--- src/rtl/mctrl_pkg.sv ---
// Shared definitions for the multi-cycle controller: state encodings,
// opcode constants and datapath select encodings.
package mctrl_pkg;

  typedef logic [3:0] state_t;

  // FETCH is encoded as zero so a forced-low state_o reads as FETCH
  localparam logic [3:0] ST_FETCH    = 4'd0;
  localparam logic [3:0] ST_DECODE   = 4'd1;
  localparam logic [3:0] ST_MEM_ADDR = 4'd2;
  localparam logic [3:0] ST_MEM_RD   = 4'd3;
  localparam logic [3:0] ST_LD_WB    = 4'd4;
  localparam logic [3:0] ST_MEM_WR   = 4'd5;
  localparam logic [3:0] ST_R_EXEC   = 4'd6;
  localparam logic [3:0] ST_R_WB     = 4'd7;
  localparam logic [3:0] ST_BRANCH   = 4'd8;
  localparam logic [3:0] ST_JUMP     = 4'd9;

  localparam logic [5:0] OP_R   = 6'b000000;
  localparam logic [5:0] OP_LW  = 6'b100011;
  localparam logic [5:0] OP_SW  = 6'b101011;
  localparam logic [5:0] OP_BEQ = 6'b000100;
  localparam logic [5:0] OP_J   = 6'b000010;

  localparam logic [1:0] ASRCB_REG     = 2'b00;
  localparam logic [1:0] ASRCB_FOUR    = 2'b01;
  localparam logic [1:0] ASRCB_IMM     = 2'b10;
  localparam logic [1:0] ASRCB_IMM_SH2 = 2'b11;

  localparam logic [1:0] PCSRC_ALU    = 2'b00;
  localparam logic [1:0] PCSRC_ALUOUT = 2'b01;
  localparam logic [1:0] PCSRC_JUMP   = 2'b10;

  localparam logic [1:0] ALUOP_ADD   = 2'b00;
  localparam logic [1:0] ALUOP_SUB   = 2'b01;
  localparam logic [1:0] ALUOP_RTYPE = 2'b10;

  // True for the five opcodes the controller knows how to sequence
  function automatic logic is_legal_op(input logic [5:0] op);
    return (op == OP_R) || (op == OP_LW) || (op == OP_SW) ||
           (op == OP_BEQ) || (op == OP_J);
  endfunction

endpackage

--- src/rtl/mctrl_decode.sv ---
// Combinational output decode: maps the current state (plus mem_ready
// for the fetch handshake and op for illegal-opcode flagging) to the
// datapath enables and selects.
module mctrl_decode
  import mctrl_pkg::*;
(
  input  logic [3:0] state,
  input  logic       mem_ready,
  input  logic [5:0] op,
  output logic       pc_write,
  output logic       pc_write_cond,
  output logic       iord,
  output logic       mem_read,
  output logic       mem_write,
  output logic       ir_write,
  output logic       mem_to_reg,
  output logic       reg_dst,
  output logic       reg_write,
  output logic       alu_src_a,
  output logic [1:0] alu_src_b,
  output logic [1:0] pc_source,
  output logic [1:0] aluop,
  output logic       illegal_op
);

  // Moore decode per state; everything defaults to inactive
  always_comb begin
    pc_write      = 1'b0;
    pc_write_cond = 1'b0;
    iord          = 1'b0;
    mem_read      = 1'b0;
    mem_write     = 1'b0;
    ir_write      = 1'b0;
    mem_to_reg    = 1'b0;
    reg_dst       = 1'b0;
    reg_write     = 1'b0;
    alu_src_a     = 1'b0;
    alu_src_b     = ASRCB_REG;
    pc_source     = PCSRC_ALU;
    aluop         = ALUOP_ADD;
    illegal_op    = 1'b0;
    case (state)
      ST_FETCH: begin
        mem_read  = 1'b1;
        alu_src_b = ASRCB_FOUR;
        // IR load and PC+4 commit only when the instruction word arrives
        ir_write  = mem_ready;
        pc_write  = mem_ready;
      end
      ST_DECODE: begin
        alu_src_b  = ASRCB_IMM_SH2;
        illegal_op = !is_legal_op(op);
      end
      ST_MEM_ADDR: begin
        alu_src_a = 1'b1;
        alu_src_b = ASRCB_IMM;
      end
      ST_MEM_RD: begin
        mem_read = 1'b1;
        iord     = 1'b1;
      end
      ST_LD_WB: begin
        reg_write  = 1'b1;
        mem_to_reg = 1'b1;
      end
      ST_MEM_WR: begin
        mem_write = 1'b1;
        iord      = 1'b1;
      end
      ST_R_EXEC: begin
        alu_src_a = 1'b1;
        alu_src_b = ASRCB_REG;
        aluop     = ALUOP_RTYPE;
      end
      ST_R_WB: begin
        reg_write = 1'b1;
        reg_dst   = 1'b1;
      end
      ST_BRANCH: begin
        alu_src_a     = 1'b1;
        alu_src_b     = ASRCB_REG;
        aluop         = ALUOP_SUB;
        pc_write_cond = 1'b1;
        pc_source     = PCSRC_ALUOUT;
      end
      ST_JUMP: begin
        pc_write  = 1'b1;
        pc_source = PCSRC_JUMP;
      end
      default: ;
    endcase
  end

endmodule

--- src/rtl/mctrl_fsm.sv ---
// Multi-cycle processor main controller: state register, next-state
// logic, and reset gating of the decoded datapath controls.
module mctrl_fsm
  import mctrl_pkg::*;
(
  input  logic       clk,
  input  logic       rst_n,
  input  logic [5:0] op,
  input  logic       mem_ready,
  output logic       pc_write,
  output logic       pc_write_cond,
  output logic       iord,
  output logic       mem_read,
  output logic       mem_write,
  output logic       ir_write,
  output logic       mem_to_reg,
  output logic       reg_dst,
  output logic       reg_write,
  output logic       alu_src_a,
  output logic [1:0] alu_src_b,
  output logic [1:0] pc_source,
  output logic       aluop1,
  output logic       aluop0,
  output logic       illegal_op,
  output logic [3:0] state_o
);

  state_t     state;
  state_t     state_nxt;
  logic       d_pc_write, d_pc_write_cond, d_iord, d_mem_read, d_mem_write;
  logic       d_ir_write, d_mem_to_reg, d_reg_dst, d_reg_write, d_alu_src_a;
  logic [1:0] d_alu_src_b, d_pc_source, d_aluop;
  logic       d_illegal_op;

  // State register with synchronous active-low reset to FETCH
  always_ff @(posedge clk) begin
    if (!rst_n) state <= ST_FETCH;
    else        state <= state_nxt;
  end

  // Next-state logic; op matters only in DECODE and MEM_ADDR, and any
  // unused encoding falls back to FETCH
  always_comb begin
    state_nxt = ST_FETCH;
    case (state)
      ST_FETCH:    state_nxt = mem_ready ? ST_DECODE : ST_FETCH;
      ST_DECODE: begin
        case (op)
          OP_LW, OP_SW: state_nxt = ST_MEM_ADDR;
          OP_R:         state_nxt = ST_R_EXEC;
          OP_BEQ:       state_nxt = ST_BRANCH;
          OP_J:         state_nxt = ST_JUMP;
          default:      state_nxt = ST_FETCH;
        endcase
      end
      ST_MEM_ADDR: begin
        if (op == OP_LW)      state_nxt = ST_MEM_RD;
        else if (op == OP_SW) state_nxt = ST_MEM_WR;
        else                  state_nxt = ST_FETCH;
      end
      ST_MEM_RD:   state_nxt = mem_ready ? ST_LD_WB : ST_MEM_RD;
      ST_MEM_WR:   state_nxt = mem_ready ? ST_FETCH : ST_MEM_WR;
      ST_R_EXEC:   state_nxt = ST_R_WB;
      default:     state_nxt = ST_FETCH;
    endcase
  end

  mctrl_decode u_decode (
    .state         (state),
    .mem_ready     (mem_ready),
    .op            (op),
    .pc_write      (d_pc_write),
    .pc_write_cond (d_pc_write_cond),
    .iord          (d_iord),
    .mem_read      (d_mem_read),
    .mem_write     (d_mem_write),
    .ir_write      (d_ir_write),
    .mem_to_reg    (d_mem_to_reg),
    .reg_dst       (d_reg_dst),
    .reg_write     (d_reg_write),
    .alu_src_a     (d_alu_src_a),
    .alu_src_b     (d_alu_src_b),
    .pc_source     (d_pc_source),
    .aluop         (d_aluop),
    .illegal_op    (d_illegal_op)
  );

  // Outputs are forced low combinationally while rst_n is low, so an
  // in-flight memory write is dropped in the very cycle reset is seen
  assign pc_write      = rst_n & d_pc_write;
  assign pc_write_cond = rst_n & d_pc_write_cond;
  assign iord          = rst_n & d_iord;
  assign mem_read      = rst_n & d_mem_read;
  assign mem_write     = rst_n & d_mem_write;
  assign ir_write      = rst_n & d_ir_write;
  assign mem_to_reg    = rst_n & d_mem_to_reg;
  assign reg_dst       = rst_n & d_reg_dst;
  assign reg_write     = rst_n & d_reg_write;
  assign alu_src_a     = rst_n & d_alu_src_a;
  assign alu_src_b     = rst_n ? d_alu_src_b : 2'b00;
  assign pc_source     = rst_n ? d_pc_source : 2'b00;
  assign aluop1        = rst_n & d_aluop[1];
  assign aluop0        = rst_n & d_aluop[0];
  assign illegal_op    = rst_n & d_illegal_op;
  assign state_o       = rst_n ? state : 4'd0;

endmodule

--- config.mk ---
export PLATFORM = sky130hd
export DESIGN_NAME = mctrl_fsm
export DESIGN_NICKNAME = d
export VERILOG_FILES = /design/src/rtl/mctrl_pkg.sv /design/src/rtl/mctrl_decode.sv /design/src/rtl/mctrl_fsm.sv
export SDC_FILE = /design/constraint.sdc
export NUM_CORES = 1
export LEC_CHECK = 0
export ABC_AREA = 1
export CAP_MARGIN = 10
export CORE_UTILIZATION = 36
export DETAILED_ROUTE_END_ITERATION = 6
export GPL_TIMING_DRIVEN = 0
export PLACE_DENSITY = 0.8
export SLEW_MARGIN = 20
export SYNTH_ARGS = -nofsm -noshare
export SYNTH_HDL_FRONTEND = slang
export SYNTH_SLANG_ARGS = --single-unit
--- constraint.sdc ---
create_clock -name clk -period 1.5 [get_ports clk]
set_input_delay 0.3 -clock clk [delete_from_list [all_inputs] [get_ports clk]]
set_output_delay 0.3 -clock clk [all_outputs]
set_load 0.01 [all_outputs]
==> results.json, run 1 <==
{
  "clk_latency_ns": 0.24,
  "ys_seq_area_share_pct": 15.8,
  "slew_headroom_pct": 85.1,
  "antenna_found_initial": 0,
  "seqPwrFrac_pct": 30.1,
  "largest_register": "state",
  "rsz0062_at_grt": "yes",
  "clock_path_buffers": 2,
  "start_util_pct": 38.9,
  "r2r_start": "state[1]",
  "min-delay-start": "rst_n",
  "fin_crit_ns": 1.58,
  "p_comb_share_pct": 33.0,
  "vias": 841,
  "ios": 30,
  "swShare_pct": 33.0,
  "finalWorstSetupSlack_ns": -0.0831,
  "tightest_slew_ns": 0.222,
  "synth_area_sq_um": 507,
  "dieArea_sq_mm": 0.00156,
  "grt_pass1_wl_microns": 2590,
  "grt.overflow.total": 0,
  "yosysUniqueCellTypes": 16,
  "most-common-layout-cells": "nor2_1, nand2_1, inv_1",
  "finalCritPeriodShare_pct": 106,
  "finalWirelength_microns": 2100,
  "p_per_area_mw_per_mm2": 385,
  "cts_sinks": 4,
  "diodes": 0,
  "fp.dieW_microns": 39.5,
  "core.rowCount": 13,
  "dp_slack_ns": -0.877,
  "grt_max_degree": 9,
  "r2r_setup_slack_ns": 0.29,
  "syn2layout_area_growth_pct": 87.4,
  "drt_iter0_drc": 29,
  "track_usage_pct": 23.6,
  "violations": "negative setup slack",
  "maxCapViolCount": 0,
  "setup_viol": 4,
  "fmax_ghz": 0.632,
  "clock_skew_ns": 0.00664,
  "hold_depth": 3,
  "crit_arrival_ns": 1.28,
  "grt_pass1_vias": 679,
  "critPathLaunchType": "flop",
  "die-height_microns": 39.5,
  "synthCells": 104,
  "critPathRequiredTime_ns": 1.20,
  "top_regs": "state: 4 flops",
  "hold_end": "state[1]",
  "power_frac_clock_pct": 36.9,
  "cts_tree": "built",
  "r2r.worst_path.cells": 8,
  "ctsHoldBuffers": 0,
  "numCtsBuffers": 3,
  "place_congestion": 0.869,
  "vias_per_cell": 5.22,
  "drtPass1Iterations": 5,
  "fill_cells": 109,
  "layout-drive-gt1-share_pct": 45.2,
  "crit_type": "reg2out",
  "fp.coreArea_sq_mm": 0.00130,
  "final_common_cell": "nor2_1",
  "hp-class": "in2reg",
  "end_kind": "output port",
  "ir_drop_uv": 421,
  "port_buffers": 29,
  "largest_register_ffs": 4,
  "ant_nets": 0,
  "placed_cells": 148,
  "wire_per_inst_microns": 13.1,
  "p_sw_mw": 0.121,
  "root_buffer": "clkbuf_4",
  "r2r-end": "state[0]",
  "slew_viol_final": 0,
  "yosysWarnings": 0,
  "power.leakage_nw": 0.579,
  "hold_slack_ns": 0.378,
  "path_max_fanout": 4,
  "avgSynthCellArea_sq_um": 4.87,
  "status": "finished, violations left",
  "intPower_mw": 0.245,
  "final_cells": 161,
  "ys_ff_latch": 4,
  "synth_fp_nets": 113,
  "cts_max_level": 1,
  "drc_errors": 0,
  "fin_util_pct": 73.0,
  "dp_hpwl_microns": 1150,
  "clk_pin_slew_ns": 0.04,
  "fin_nets": 157,
  "hold_violations": 0
}
per-stage QoR:
step | cell area, sq um | TNS [ns] | power [mW]
detailed placement | 816 | -13.72 | 0.215
global placement | 816 | -13.44 | 0.214
CTS | 905 | -0.312 | 0.340
floorplan | 507 | 0 | 0.159
finish | 950 | -0.162 | 0.366
global route | 950 | -0.283 | 0.385
cells in the mapped netlist, drive strengths merged:
cell	instances	area, sq um
nand2	28	113
nor2	30	115
dfxtp	4	80.1
o22ai	1	6.26
nand3b	1	7.51
nor3	3	15.0
a21oi	2	10.0
nand3	11	60.1
buf	1	7.51
o21ai	1	5.00
o32ai	1	8.76
inv	21	78.8
worst max-delay path by stage:
stage | endpoint | slack [ns] | start | depth (start not counted)
floorplan | illegal_op | 0.19 | state[3] | 5
global placement | illegal_op | -0.89 | rst_n | 6
detailed placement | illegal_op | -0.88 | rst_n | 6
CTS | illegal_op | -0.18 | op[2] | 6
global route | illegal_op | -0.10 | state[2] | 7
finish | illegal_op | -0.08 | state[2] | 7
critical path: stages, from the launching register on:
cell and delay, ns:
dfxtp_2 0.33, inv_2 0.10, nand2_4 0.08, nor2_4 0.11
buf_4 0.12, nand3_2 0.06, nor3_2 0.10, buf_2 0.15
metal layers:
metal | up-vias | global-route usage (%) | part of all wire, %
met5 | - | 0 | 0
met4 | 0 | 7.76 | 1.7
met3 | 6 | 5.68 | 8.2
met2 | 59 | 43.4 | 52
met1 | 374 | 25.8 | 38
li1 | 402 | - | -
what timing repair did:
item,4_1_cts,5_1_grt
buffers inserted,5,5
setup endpoints to repair,21,15
pin swaps,3,5
resized for setup,87,34
power groups by stage:
stage	combinational (mW)	sequential [mW]	clock, mW
2_1_floorplan	0.0462	0.113	0
3_3_place_gp	0.100	0.114	0
3_5_place_dp	0.101	0.114	0
4_1_cts	0.100	0.109	0.131
5_1_grt	0.131	0.110	0.144
6_report	0.121	0.110	0.135
cell type report:
type	instances	area, sq um	share of cell area, %
Inverter	21	86.3	9.09
Multi-Input combinational cell	78	439	46.2
Clock buffer	3	22.5	2.37
Tap cell	15	18.8	1.98
Sequential cell	4	92.6	9.75
Timing Repair Buffer	39	283	29.8
Buffer	1	7.51	0.791
kinds of logic (layout without fill, tap and decap cells):
logic type / Yosys count / after routing / share of synthesized area, %
AND/OR/NAND/NOR: 73 / 73 / 61.2
flip-flops: 4 / 4 / 15.8
buffers and inverters: 22 / 64 / 17.0
AO/OA/AOI/OAI: 5 / 5 / 5.93
Power figures use the tool's default switching activity.
==> inputs of run 2 (changes only) <==
Settings changed: CELL_PAD_IN_SITES_DETAIL_PLACEMENT from default to 0, CELL_PAD_IN_SITES_GLOBAL_PLACEMENT from default to 1, CORE_UTILIZATION 36 to 21, PLACE_DENSITY 0.8 to 0.78, REMOVE_ABC_BUFFERS from default to 1.
==> results.json, run 2 (synthesis results as in run 1) <==
{
  "status": "finished, violations left",
  "violations": "negative setup slack",
  "fp.coreArea_sq_mm": 0.00223,
  "drtPass1Iterations": 4,
  "track_usage_pct": 13.5,
  "hold_violations": 0,
  "grt_max_degree": 8,
  "multi_input_area_sq_um": 419,
  "dpl-instance-area_sq_um": 825,
  "power.leakage_nw": 0.607,
  "slew_viol_final": 0,
  "hold_depth": 3,
  "cts_sinks": 4,
  "fmax_ghz": 0.647,
  "final_common_cell": "nor2_1",
  "grtUsageMet3_pct": 2.98,
  "cp_slowest_stage_delay_ns": 0.36,
  "cts_tree": "built",
  "r2r.worst_path.cells": 10,
  "tightest_slew_ns": 0.216,
  "hold_slack_ns": 0.345,
  "ant_nets": 0,
  "syn2layout_area_growth_pct": 97.5,
  "crit_buf_inv": 2,
  "antenna_found_initial": 0,
  "ctsHoldBuffers": 0,
  "grt_pass1_vias": 688,
  "placed_cells": 160,
  "final_cells": 175,
  "largest_register_ffs": 4,
  "fin_nets": 158,
  "fill_cells": 253,
  "crit_type": "reg2out",
  "clock_path_buffers": 2,
  "dp_hpwl_microns": 1310,
  "largest_register": "state",
  "met1_usage_pct": 14.4,
  "ff_latch_area_sq_um": 92.6,
  "clock_skew_ns": 0.000415,
  "layout-drive-gt1-share_pct": 43.5,
  "port_buffers": 29,
  "rsz0062_at_grt": "yes",
  "drc_errors": 0,
  "slew_headroom_pct": 85.5,
  "dieArea_sq_mm": 0.00261,
  "numCtsBuffers": 3,
  "fin_area_sq_mm": 0.00100,
  "crit_arrival_ns": 1.25,
  "use_met2_pct": 25.7,
  "start_util_pct": 22.7,
  "vias": 762,
  "maxCapViolCount": 0,
  "path_max_fanout": 4,
  "finalWirelength_microns": 1840,
  "clk_latency_ns": 0.23,
  "top_regs": "state: 4 flops",
  "vias_per_cell": 4.35,
  "clk_pin_slew_ns": 0.04,
  "critPathRequiredTime_ns": 1.20,
  "core.rowCount": 17,
  "fin_crit_ns": 1.55,
  "die-height_microns": 51.1,
  "crit_top_cell": "nand2_1",
  "hp-class": "in2reg",
  "finalWorstSetupSlack_ns": -0.0452,
  "wire_per_inst_microns": 10.5,
  "grt_pass1_wl_microns": 2700,
  "fp.dieW_microns": 51.1,
  "drt_iter0_drc": 10,
  "most-common-layout-cells": "nor2_1, nand2_1, inv_1",
  "p_per_area_mw_per_mm2": 360,
  "grt.overflow.total": 0,
  "end_kind": "output port",
  "crit_chain": "buf_6, nand2_1, nor2_1, nand2_1, o21ai_0, buf_2",
  "busiest_layer": "met2",
  "cpLargestDelayFamily": "flip-flops",
  "root_buffer": "clkbuf_4",
  "cp_num_cells": 6,
  "ir_drop_uv": 240,
  "critPathLaunchType": "flop",
  "diodes": 0,
  "crit_slowest_cell": "dfxtp_4",
  "setup_viol": 7,
  "finalCritPeriodShare_pct": 103,
  "place_congestion": 0.824,
  "ios": 30,
  "cts_max_level": 1
}
==> run 2: tightest hold or removal path, stage by stage <==
cell     delay (ns)
buf_4          0.14
nand2_1        0.06
inv_1          0.04
==> run 2: path summary, 6_finish.rpt <==
| kind | to | startpoint | slack [ns] |
|---|---|---|---|
| setup / recovery | iord | state[1] | -0.05 |
| hold / removal | state[1] | rst_n | 0.34 |
| setup reg to reg | state[0] | state[1] | 0.18 |
| hold reg to reg | state[3] | state[0] | 0.62 |
==> run 2: repair_timing <==
item	in CTS	in global routing
endpoints found under the hold margin	0	0
pin swaps	2	6
endpoints found under the setup margin	21	15
resized for setup	89	27
setup buffers	4	8
==> run 2: metrics by stage <==
| step | utilization (%) | setup slack [ns] | power, mW | TNS, ns |
|---|---|---|---|---|
| 2_1_floorplan | - | 0.188 | 0.159 | 0 |
| 3_3_place_gp | 36.9 | -0.957 | 0.216 | -13.85 |
| 3_5_place_dp | 36.9 | -0.945 | 0.216 | -14.30 |
| 4_1_cts | 39.4 | -0.225 | 0.349 | -0.322 |
| 5_1_grt | 44.8 | -0.136 | 0.393 | -1.14 |
| 6_report | 44.8 | -0.0452 | 0.360 | -0.103 |
==> run 2: cell type report <==
cell class | count | area share [%]
multi-input cells | 78 | 41.9
repair buffers | 41 | 34.1
flip-flops and latches | 4 | 9.25
inverters | 21 | 9.00
well taps | 28 | 3.50
clock buffers | 3 | 2.25
==> run 2: metal layers <==
metal	up-vias	part of all wire, %
li1	405	-
met1	324	42
met2	31	51
met3	2	6.0
met4	0	1.0
met5	-	0
==> run 2: report_power, final <==
part	internal (mW)	total [mW]	switching [mW]
Sequential	0.105	0.110	0.00513
Combinational	0.0576	0.122	0.0646
Clock	0.0892	0.128	0.0390
Total	0.252	0.360	0.109
